**config.mk**
```make
export PLATFORM = sky130hd
export DESIGN_NAME = pipeline_stall_ctrl
export DESIGN_NICKNAME = d
export VERILOG_FILES = /design/src/rtl/pipeline_stall_ctrl.sv
export SDC_FILE = /design/constraint.sdc
export NUM_CORES = 1
export LEC_CHECK = 0
export BUFFER_PORTS_ARGS = -buffer_cell sky130_fd_sc_hd__buf_2
export CORE_MARGIN = 3
export CORE_UTILIZATION = 46
export DETAILED_ROUTE_END_ITERATION = 10
export GPL_TIMING_DRIVEN = 0
export PLACE_DENSITY = 0.7
export SYNTH_ARGS = -nofsm -noshare
export SYNTH_HDL_FRONTEND = slang
export SYNTH_SLANG_ARGS = --single-unit
```
**constraint.sdc**
```tcl
create_clock -name clk -period 4 [get_ports clk]
set_clock_uncertainty 0.15 [all_clocks]
set_input_delay 0.8 -clock clk [delete_from_list [all_inputs] [get_ports clk]]
set_output_delay 0.8 -clock clk [all_outputs]
set_load 0.02 [all_outputs]
```
**src/rtl/pipeline_stall_ctrl.sv**
```systemverilog
// pipeline_stall_ctrl
//   Central stall/flush controller for the 5-stage pipeline. It arbitrates
//   three sources of stalls and flushes, from highest to lowest priority:
//   an MMIO wait in MEM, a load-use hazard and a taken branch/jump in EX.
//   From these it drives the PC and pipeline-register load enables and the
//   bubble (flush) controls. A two-state FSM covers multi-cycle MMIO waits
//   and forces a release after a bounded number of cycles. Two wrapping
//   event counters are kept for debug readout.
//
// Ports
//   clk, rst                    clock; synchronous active-high reset
//   Pause                       load-use request from the hazard detector
//   EX_branch_taken             EX redirect request
//   MEM_io_req, io_ready        MEM-stage MMIO access and its completion
//   pc_en .. mem_wb_en          register load enables
//   if_id_flush .. mem_wb_flush load a NOP bubble (valid with matching _en)
//   pc_redirect                 PC loads the branch target
//   io_timeout                  one-cycle pulse after a forced IO_WAIT exit
//   stall_cycles, flush_events  debug counters (wrap modulo 2^CNT_W)
//
// state   | meaning
// --------+----------------------------------------------------------
// S_RUN   | normal flow; load-use and branch rules are evaluated here
// S_IO_WAIT | MMIO in MEM outstanding; pipeline frozen until ready/timeout

module pipeline_stall_ctrl #(
  parameter int IO_TIMEOUT = 255,
  parameter int CNT_W      = 32
) (
  input  logic             clk,
  input  logic             rst,
  input  logic             Pause,
  input  logic             EX_branch_taken,
  input  logic             MEM_io_req,
  input  logic             io_ready,
  output logic             pc_en,
  output logic             if_id_en,
  output logic             id_ex_en,
  output logic             ex_mem_en,
  output logic             mem_wb_en,
  output logic             if_id_flush,
  output logic             id_ex_flush,
  output logic             ex_mem_flush,
  output logic             mem_wb_flush,
  output logic             pc_redirect,
  output logic             io_timeout,
  output logic [CNT_W-1:0] stall_cycles,
  output logic [CNT_W-1:0] flush_events
);

  localparam int WAIT_W = (IO_TIMEOUT > 2) ? $clog2(IO_TIMEOUT) : 1;
  localparam logic [WAIT_W-1:0] WAIT_LAST = WAIT_W'(IO_TIMEOUT - 1);

  typedef enum logic {S_RUN, S_IO_WAIT} state_t;

  state_t            state_q, state_d;
  logic [WAIT_W-1:0] wait_q, wait_d;
  logic              lu_mask_q, lu_mask_d;
  logic              io_timeout_q, io_timeout_d;
  logic [CNT_W-1:0]  stall_q, flush_q;
  logic              freeze;

  always_comb begin
    state_d      = state_q;
    wait_d       = wait_q;
    lu_mask_d    = 1'b0;
    io_timeout_d = 1'b0;
    freeze       = 1'b0;
    pc_en        = 1'b1;
    if_id_en     = 1'b1;
    id_ex_en     = 1'b1;
    ex_mem_en    = 1'b1;
    mem_wb_en    = 1'b1;
    if_id_flush  = 1'b0;
    id_ex_flush  = 1'b0;
    ex_mem_flush = 1'b0;
    mem_wb_flush = 1'b0;
    pc_redirect  = 1'b0;

    case (state_q)
      S_RUN: begin
        if (MEM_io_req && !io_ready) begin
          freeze  = 1'b1;
          state_d = S_IO_WAIT;
          wait_d  = '0;
        end else if (Pause && !lu_mask_q) begin
          // Hold IF/ID/EX, push a bubble into MEM; the load still retires.
          pc_en        = 1'b0;
          if_id_en     = 1'b0;
          id_ex_en     = 1'b0;
          ex_mem_flush = 1'b1;
          lu_mask_d    = 1'b1;
        end else if (EX_branch_taken) begin
          pc_redirect = 1'b1;
          if_id_flush = 1'b1;
          id_ex_flush = 1'b1;
        end
      end
      S_IO_WAIT: begin
        // A release cycle (ready or timeout) behaves as plain RUN flow.
        if (io_ready) begin
          state_d = S_RUN;
        end else if (wait_q == WAIT_LAST) begin
          state_d      = S_RUN;
          io_timeout_d = 1'b1;
        end else begin
          freeze = 1'b1;
          wait_d = wait_q + 1'b1;
        end
      end
      default: state_d = S_RUN;
    endcase

    if (freeze) begin
      pc_en        = 1'b0;
      if_id_en     = 1'b0;
      id_ex_en     = 1'b0;
      ex_mem_en    = 1'b0;
      mem_wb_flush = 1'b1;
      lu_mask_d    = lu_mask_q;
    end

    if (rst) begin
      pc_en        = 1'b0;
      if_id_en     = 1'b0;
      id_ex_en     = 1'b0;
      ex_mem_en    = 1'b0;
      mem_wb_en    = 1'b0;
      if_id_flush  = 1'b0;
      id_ex_flush  = 1'b0;
      ex_mem_flush = 1'b0;
      mem_wb_flush = 1'b0;
      pc_redirect  = 1'b0;
    end
  end

  always_ff @(posedge clk) begin
    if (rst) begin
      state_q      <= S_RUN;
      wait_q       <= '0;
      lu_mask_q    <= 1'b0;
      io_timeout_q <= 1'b0;
      stall_q      <= '0;
      flush_q      <= '0;
    end else begin
      state_q      <= state_d;
      wait_q       <= wait_d;
      lu_mask_q    <= lu_mask_d;
      io_timeout_q <= io_timeout_d;
      if (!pc_en)      stall_q <= stall_q + 1'b1;
      if (pc_redirect) flush_q <= flush_q + 1'b1;
    end
  end

  assign io_timeout   = io_timeout_q;
  assign stall_cycles = stall_q;
  assign flush_events = flush_q;

endmodule

```
==> out/results.tsv <==
metric	value	unit
synth_area	3580	µm²
post_cts_buffers	0	
clkTransAtPathRegs	0.07	ns
grt_first_pass_wirelength	14500	µm
path_class	in -> out	
grt_start_max_net_pins	13	
synthCells	436	
fp.dieW	94.2	µm
globalplace.congestion	0.844	
drtIter0Drc	197	
crit_path_end_kind	output port	
overflow	0	
cts_buffer_depth	2	
cts_resized	0	
dp_cells	614	
p_leak	0.00164	µW
clkLatencyLatePin	0.34	ns
drive_above_1_share	0.198	
final_cell_area	4280	µm²
regArea	1500	µm²
grtUsageMet2	0.316	
antenna_found_initial	0	
synth_cell_types	38	
post-place-ws	0.448	ns
syn_area_per_cell	8.21	µm²
hpwl	6300	µm
fin_crit	3.55	ns
final_max_slew_viol_count	0	
synth_flop_cell	dfxtp_1	
finalNetCount	536	
synth-seq-cells	75	
diodes	0	
rows	31	
fin_crit_sh	0.888	
synth-edff-count	0	
slew_headroom	0.381	
core	7410	µm²
final_cells	629	
cellPowerDensity	326	nW/µm²
rsz0062_at_grt	no	
cp.required	3.05	ns
viasPerCell	5.56	
grt_busiest_layer	met2	
maxCapViolations	0	
setup_tns	0	ns
synthToLayoutAreaGrowth	19.7	%
synth_top_family_by_area	simple AND/OR/NAND/NOR gates	
vias	3499	
synthArstFlopShare	0	
cts_root_buf	clkbuf_8	
synthAdderAreaFrac	0.0140	
finalHoldViolCount	0	
h-tree-depth	3	
seq_area_frac_synth	0.420	
setup_viol	0	
initial_core_util	0.483	
wl	8710	µm
grtUsageMet3	0.0465	
drtAntennaViolNets	0	
avgRoutedWirePerCell	13.8	µm
place_area	4100	µm²
syn-num-nets	446	
ioPinCount	81	
multi_input_area	1930	µm²
synth-compound-area-share	0.163	
track_usage	0.201	
yosys_warnings	0	
portBuffers	79	
cts_tree	built	
die_area	8870	µm²
min_delay_path_depth	1	
nFillCells	716	
whs	0.297	ns
worstRegToRegCells	8	
drc	0	
start_kind	input port	
met1_usage	0.270	
grt_pass1_vias	3118	
fmax	0.282	GHz
synth.area.mux_share	0.00559	
hold_path.class	reg -> reg	
clock_sinks	75	
die-height	94.2	µm
tightest_slew	0.923	ns
firstDrtPassIters	4	
crit_arrival	2.60	ns
synth_xor_area_frac	0.0563	
synthSimpleGateAreaFrac	0.301	
ir_drop	0.000193	V
postCtsHoldBufs	0	
worst_slack	0.449	ns
cts_buffers	9	
crit_fanout	12	
status	complete, no violations	
## routing by layer
metal  up-vias  part of all wire
li1       1774                 -
met3         9             0.041
met5         -                 0
met1      1643              0.47
met2        73              0.48
met4         0             0.010
## synth_stat cells (4+ instances only)
master	n	area [µm²]
nand4_1	21	131
nor3_1	7	35.0
and2_1	9	56.3
or4_1	9	67.6
and3_1	5	31.3
a21oi_1	46	230
o21ai_0	36	180
dfxtp_1	75	1500
buf_4	4	30.0
ha_1	4	50.1
nand2_1	32	120
nor2_1	34	128
and4_1	7	61.3
xor2_1	20	175
nand3_1	22	110
nor4_1	4	25.0
o31ai_1	10	75.1
clkbuf_1	20	75.1
inv_1	10	37.5
or3_1	33	206
## flip-flops by register name, summed over array words and instances (netlist names)
signal and cells:
state_q 1, io_timeout 1, lu_mask_q 1, stall_cycles 32, wait_q 8, flush_events 32
## report_power, final
| part | internal [µW] | leakage (µW) | total (µW) | switching, µW |
|---|---|---|---|---|
| logic | 26.2 | 0.000939 | 85.1 | 58.9 |
| clock network | 274 | 0.0000949 | 550 | 275 |
| registers | 752 | 0.000605 | 761 | 8.75 |
| total | 1050 | 0.00164 | 1400 | 343 |
## critical path: stages
cell	delay, ns
buf_2	0.11
nor2b_1	0.31
a21o_1	0.23
clkbuf_1	0.39
nor3_1	0.11
clkbuf_1	0.29
buf_4	0.21
buf_2	0.15
## path summary, 6_finish.rpt
kind	start	end	slack (ns)
worst min register to register	lu_mask_q	lu_mask_q	0.30
worst max register to register	wait_q[0]	stall_cycles[17]	1.28
worst max-delay path	io_ready	pc_en	0.45
worst min-delay path	lu_mask_q	lu_mask_q	0.30
## metrics by stage
| step | power, µW | util |
|---|---|---|
| after floorplan | 834 | - |
| after global placement | 861 | 0.553 |
| after detailed placement | 864 | 0.553 |
| after CTS | 1410 | 0.578 |
| after global routing | 1450 | 0.578 |
| final | 1400 | 0.578 |
## area by class of cell
type / count / area share
well taps: 99 / 0.0289
repair buffers: 79 / 0.0923
multi-input cells: 327 / 0.452
clock inverters: 3 / 0.00496
plain buffers: 24 / 0.0245
inverters: 10 / 0.00876
flip-flops and latches: 75 / 0.350
clock buffers: 12 / 0.0386
## cell usage in the layout, fill, tap and decap left out, types with 3 or more instances in the layout
cell type,netlist,final
or4_1,9,9
ha_1,4,4
nor4_1,4,4
a21o_1,3,3
a21oi_1,46,46
nand3_1,22,22
and3_1,5,5
buf_4,4,4
xnor2_1,3,3
nand2_1,32,32
nor3_1,7,7
xor2_1,20,20
and2_1,9,9
clkbuf_1,20,20
nor2_1,34,34
nand4_1,21,21
o31ai_1,10,10
clkbuf_8,0,12
dfxtp_1,75,75
buf_2,0,79
and4_1,7,7
or3_1,33,33
inv_1,10,10
o21ai_0,36,36
## cells by family after synthesis
| logic type | count (synthesis) |
|---|---|
| AND/OR/NAND/NOR | 195 |
| AO/OA/AOI/OAI | 103 |
| XOR/XNOR | 23 |
| adder cells (fa/ha/maj) | 4 |
| buffers and inverters | 34 |
| flip-flops | 75 |
| multiplexers | 2 |
Note: power is estimated with default switching activity, not from simulation.
